===== config.mk =====
export PLATFORM = sky130hd
export DESIGN_NAME = sort_loader
export DESIGN_NICKNAME = d
export VERILOG_FILES = /design/src/rtl/sort_pkg.sv /design/src/rtl/sort_loader.sv
export SDC_FILE = /design/constraint.sdc
export NUM_CORES = 1
export LEC_CHECK = 0
export BUFFER_PORTS_ARGS = -buffer_cell sky130_fd_sc_hd__buf_4
export CAP_MARGIN = 20
export CORE_UTILIZATION = 60
export CTS_CLUSTER_SIZE = 24
export DETAILED_ROUTE_END_ITERATION = 16
export GPL_ROUTABILITY_DRIVEN = 0
export PLACE_DENSITY = 0.85
export SLEW_MARGIN = 20
export SYNTH_ARGS = -nofsm -noshare
export SYNTH_HDL_FRONTEND = slang
export SYNTH_SLANG_ARGS = --single-unit

===== constraint.sdc =====
create_clock -name clk -period 3.4 [get_ports clk]
set_clock_uncertainty 0.2 [all_clocks]
set_input_delay 0.34 -clock clk [delete_from_list [all_inputs] [get_ports clk]]
set_output_delay 0.34 -clock clk [all_outputs]
set_load 0.03 [all_outputs]

===== src/rtl/sort_pkg.sv =====
// Lane and word constants and types shared by the nibble sorter and its loader.
package sort_pkg;

  localparam int unsigned W     = 4;
  localparam int unsigned N     = 4;
  localparam int unsigned CNT_W = $clog2(N + 1);

  typedef logic [W-1:0]   lane_t;
  typedef logic [N*W-1:0] word_t;

endpackage


===== src/rtl/sort_loader.sv =====
// Packs W-bit beats into an N-lane word (first beat in the top lane), padding
// short batches; collect and output slots let a new batch fill while one waits.
module sort_loader #(
  parameter int unsigned W   = sort_pkg::W,
  parameter int unsigned N   = sort_pkg::N,
  parameter logic [W-1:0] PAD = '0
) (
  input  logic                     clk,
  input  logic                     rst,
  input  logic                     in_valid,
  output logic                     in_ready,
  input  logic [W-1:0]             in_data,
  input  logic                     in_last,
  output logic                     out_valid,
  input  logic                     out_ready,
  output logic [N*W-1:0]           out_data,
  output logic [$clog2(N+1)-1:0]   out_count
);

  localparam int unsigned IDX_W = (N > 1) ? $clog2(N) : 1;
  localparam int unsigned CNT_W = $clog2(N + 1);

  logic [IDX_W-1:0] idx, idx_d;
  logic [N*W-1:0]   coll_word, coll_word_d;
  logic [CNT_W-1:0] coll_count, coll_count_d;
  logic             coll_full, coll_full_d;
  logic             in_ready_d;
  logic             out_valid_d;
  logic [N*W-1:0]   out_data_d;
  logic [CNT_W-1:0] out_count_d;

  logic             accept;
  logic             out_free;
  logic             complete;
  logic [N*W-1:0]   merged;

  // Lane insert, PAD fill on completion, and slot movement.
  always_comb begin
    accept   = in_valid & in_ready;
    out_free = !out_valid | out_ready;
    complete = accept & ((idx == IDX_W'(N - 1)) | in_last);

    merged = coll_word;
    if (accept) begin
      for (int i = 0; i < N; i++) begin
        if (IDX_W'(i) == idx) begin
          merged[(N-1-i)*W +: W] = in_data;
        end else if (complete && (IDX_W'(i) > idx)) begin
          merged[(N-1-i)*W +: W] = PAD;
        end
      end
    end

    idx_d        = idx;
    coll_word_d  = coll_word;
    coll_count_d = coll_count;
    coll_full_d  = coll_full;
    out_valid_d  = out_valid;
    out_data_d   = out_data;
    out_count_d  = out_count;

    // A transfer empties the output slot unless a word is loaded below.
    if (out_valid && out_ready) begin
      out_valid_d = 1'b0;
    end

    if (coll_full) begin
      if (out_free) begin
        out_data_d  = coll_word;
        out_count_d = coll_count;
        out_valid_d = 1'b1;
        coll_full_d = 1'b0;
      end
    end else if (complete) begin
      idx_d = '0;
      if (out_free) begin
        out_data_d  = merged;
        out_count_d = CNT_W'(idx) + CNT_W'(1);
        out_valid_d = 1'b1;
      end else begin
        coll_word_d  = merged;
        coll_count_d = CNT_W'(idx) + CNT_W'(1);
        coll_full_d  = 1'b1;
      end
    end else if (accept) begin
      coll_word_d = merged;
      idx_d       = idx + IDX_W'(1);
    end

    in_ready_d = !coll_full_d;
  end

  always_ff @(posedge clk) begin
    if (rst) begin
      idx        <= '0;
      coll_word  <= '0;
      coll_count <= '0;
      coll_full  <= 1'b0;
      in_ready   <= 1'b1;
      out_valid  <= 1'b0;
      out_data   <= '0;
      out_count  <= '0;
    end else begin
      idx        <= idx_d;
      coll_word  <= coll_word_d;
      coll_count <= coll_count_d;
      coll_full  <= coll_full_d;
      in_ready   <= in_ready_d;
      out_valid  <= out_valid_d;
      out_data   <= out_data_d;
      out_count  <= out_count_d;
    end
  end

endmodule


# Word-level counts from Yosys, hierarchy flattened
# Cells that the tools add are included.
# word_totals
out_inout_bits	21
inputBits	9
register_bits	43
# classes
muxes	29
n_reduce_logical	14
bitwise_logic	6
eq_ne	5
n_lt_le_gt_ge	4
add_sub_neg	2
# op_table
op	count
16-bit two-way mux	8
4-bit two-way mux	8
3-bit two-way mux	4
1-bit two-way mux	7
3-bit AND reduction	2
1-bit logical AND	5
2-bit == test, first input constant	2
1-bit by 2-bit > comparator with 1-bit output, first input constant	2
2-bit > comparator, first input constant	2
2-bit two-way mux	2
2-bit AND reduction	2
2-bit nonzero test	2
2-bit by 1-bit adder with 3-bit output, second input constant	1
2-bit by 1-bit adder with 2-bit output, second input constant	1
1-bit bitwise AND	2
1-bit by 2-bit == test with 1-bit output, first input constant	1
2-bit == test, second input constant	1
1-bit zero test	2
2-bit zero test	1
2-bit != test, second input constant	1
1-bit NOT	2
1-bit bitwise OR	2

# Longest topological paths before layout
# logic_depth
depth_word	10
ltp_mapped	6
mapped_depth_nobuf	6

# Least setup slack after synthesis
# Ideal clock, no wire load.
# synth_path
kind	register to register
startpoint	register idx[0]
endpoint	register out_count[1]
slack_ns	1.695
path_stages_with_launch	6
arrival_time_ns	1.359
period_less_slack_ns	1.705
setup_ns	0.146
cell_sequence	dfxtp_1 ha_1 o211ai_2 a21oi_2 buf_2 a211oi_2
# synth_between
elab_chain_len	5
word_cells_on_any_way	9
cone_classes	1 x add/sub; 1 x eq/ne; 3 x mux; 2 x bitwise; 2 x reduce/logical
# synth_rtl
item	line	text
start: declaration	sort_loader.sv:23	logic [IDX_W-1:0] idx, idx_d;
start signal: assignment	sort_loader.sv:104	idx <= idx_d;
2-bit == test	sort_loader.sv:41	complete = accept & ((idx == IDX_W'(N - 1)) | in_last);
1-bit bitwise OR	sort_loader.sv:41	
1-bit bitwise AND	sort_loader.sv:41	
2-bit nonzero test (no line)	-	
2-bit AND reduction (no line)	-	
end signal: assignment	sort_loader.sv:111	out_count <= out_count_d;
end: declaration	sort_loader.sv:17	output logic [$clog2(N+1)-1:0] out_count
# Several ways; a longest one is shown, not always the timed one. The select of a mux whose other input is x is not followed.
# A chain may end at the register's enable or synchronous reset.

# Worst setup path in the final report
# layout_path
startpoint	register coll_full
endpoint	register coll_word[11]
# layout_between
elab_chain_len	2
# layout_rtl
item	line	text
start: declaration	sort_loader.sv:26	logic coll_full, coll_full_d;
start signal: assignment	sort_loader.sv:107	coll_full <= coll_full_d;
1-bit NOT (no line)	-	
3-bit AND reduction (no line)	-	
end signal: assignment	sort_loader.sv:105	coll_word <= coll_word_d;
end: declaration	sort_loader.sv:24	logic [N*W-1:0] coll_word, coll_word_d;
# No other way between the ends.

==> impl_metrics.ini <==
[timing]
fin_setup_tns_ns = 0
period_minus_slack_ns = 2.35
max_freq_mhz = 425
setup_viol = 0
min_period_over_period_pct = 69.1
tightest_slew_ns = 0.817
maxSlewViolCount = 0
setup_slack_ns = 1.05
hold_viol = 0
rsz0062_at_grt = no
relSlewSlack_pct = 45.4

[placement]
io_buffer_count = 29
dp_hpwl_um = 2890
pre_cts_ws_ns = 1.13

[route]
drt_iter0_markers = 53
vias = 1618
wl_per_cell_um = 15.8
drc_errors = 0
antenna_left = 0
wirelength_um = 4230
viasPerCell = 6.04
drtPass1Iterations = 5

[power_and_ir_drop]
p_leak_uw = 0.000792
switchingPower_uw = 271
switching_share_pct = 29.1
p_int_uw = 658
p_seq_share_pct = 57.4
pwr-share-clk_pct = 25.4
power.density_mw_per_mm2 = 426
ir_worst_vdd_mv = 0.270
p_comb_share_pct = 17.2

[clock_network]
hold_buffers = 0
cts_tree = yes
post_cts.repair.setup_buffers = 0
insertion_delay_ns = 0.34
numCtsBuffers = 5
path_clk_slew_ns = 0.12
clockBufferDepth = 2
cts-root-buf = clkbuf_4
cts_max_level = 2
postCtsResizedCells = 0
cts_sinks = 43

[synthesis]
synth_warnings = 0
synth.avg_cell_area_um2 = 9.51
synth.yosys.seq_area_share_pct = 43.7
synth_edf_count = 0
synthCells = 207
synth_flop_cell = dfxtp_1
async_flop_share_pct = 0
synth_cell_type_count = 37
synth_nets = 221
ys_seq_elements = 43
syn-cell-area_mm2 = 0.00197

[floorplanning]
row_count = 20
io_pins = 30
die_height_um = 59.3
core_region_area_mm2 = 0.00308
start_util_pct = 64.0
dieArea_mm2 = 0.00352
die_x_um = 59.3

[cells_and_area]
seq_area_um2 = 861
drive_above_1_share_pct = 27.2
multi_input_area_um2 = 972
final_nets = 237
fin_util_pct = 70.8
antenna_cells = 0
syn_to_final_growth_pct = 10.6
fillers = 250

[setup_path]
critPathCaptureType = register
crit_required_ns = 3.42
cp-start-kind = register
critPathKind = reg2reg
cp.arrival_ns = 2.37
cp_max_fo = 23

[grt]
overflow = 0
grt_use_total_pct = 26.3
antenna_found_initial = 0
grt_pass1_vias = 1565
grt_max_degree = 43
grt_pass1_wl_um = 6890

[flow_run]
maxCapViolCount = 0

[hold_path]
hp-class = in2reg

[run_status]
status = completed
==> Yosys cell counts, drive strengths merged (4+ instances only) <==
cell     n  area share, %
nand3   11            3.0
clkbuf  10            2.1
nor2    33            6.8
inv      4           0.76
a22oi    4            1.5
ha       5            3.2
nand2   10            1.9
buf     11            4.1
a32oi   20            8.9
a311oi   4            3.0
mux2i    4            2.0
a21oi   15            4.2
o21ai    6            1.5
a211oi  11            7.0
dfxtp   43             44
==> cells by family after synthesis <==
kind of cell | after synthesis | share of synthesized area, %
buf+inv | 25 | 6.92
compound gates | 66 | 29.0
mux | 4 | 2.03
flops | 43 | 43.7
fa+ha+maj | 5 | 3.18
simple gates | 64 | 15.2
==> cells in the final DEF, fill, tap and decap left out <==
master / instances
o21ba_2: 1
nand2b_1: 1
nand2_1: 10
clkbuf_4: 5
clkinv_2: 1
o21ai_0: 4
or2_1: 1
a21oi_2: 2
dfxtp_1: 43
mux2i_1: 4
o21ai_1: 2
nor2_2: 4
buf_4: 30
nor2_1: 29
a311oi_2: 4
a22oi_1: 4
o211ai_2: 1
or3_1: 1
a211oi_2: 11
inv_1: 4
o21a_1: 1
o211ai_1: 1
nand3_1: 10
a21oi_1: 13
a32oi_1: 20
clkbuf_1: 2
and2_4: 1
nand3_2: 1
nor3_1: 1
o221ai_1: 2
and3b_1: 1
and3_1: 2
nand3b_1: 1
nor2b_1: 1
ha_1: 5
==> flip-flops by register name, summed over array words and instances, names as in the netlist <==
register	cells
out_valid	1
idx	2
out_data	16
out_count	3
in_ready	1
coll_word	16
coll_full	1
coll_count	3
==> power by group through the flow <==
stage | Clock [uW] | Sequential (uW) | Combinational (uW)
after CTS | 241 | 533 | 159
after floorplan | 0 | 570 | 93.7
after detailed placement | 0 | 545 | 158
after global routing | 267 | 536 | 171
after global placement | 0 | 544 | 154
final | 236 | 533 | 159
==> layout make-up <==
cell class | instances | share of cell area [%]
clock buffer | 7 | 2.07
clock inverter | 1 | 0.230
inverter | 4 | 0.689
multi-input combinational | 139 | 44.6
sequential | 43 | 39.5
tap | 44 | 2.53
timing repair buffer | 30 | 10.3
==> per-layer routing <==
layer / wire, um / GRT usage [%] / up-vias
li1: - / - / 793
met1: 1840 / 31.8 / 770
met2: 2160 / 43.7 / 49
met3: 193 / 5.24 / 6
met4: 39 / 14.6 / 0
met5: 0 / 0 / -
==> path summary, 6_finish.rpt <==
check,from,endpoint,slack [ns],cells past startpoint
worst min register to register,coll_word[12],coll_word[12],0.27,2
worst max register to register,coll_full,coll_word[11],1.05,4
worst max-delay path,coll_full,coll_word[11],1.05,4
worst min-delay path,in_data[2],coll_word[14],0.11,3
==> through the flow <==
stage	hold WS, ns	total power (uW)	instances	instance area (um^2)
finish	0.107	929	268	2180
global route	0.0883	974	268	2180
CTS	0.0930	934	268	2180
detailed placement	0.257	703	260	2130
global placement	0.242	697	260	2130
floorplan	0.237	663	207	1970
==> worst max-delay path, stage by stage (launching register included) <==
cell      delay [ns]
dfxtp_1         0.46
and3b_1         0.80
o221ai_1        0.41
a32oi_1         0.28
nor2_1          0.07
Power figures use the tool's default switching activity.
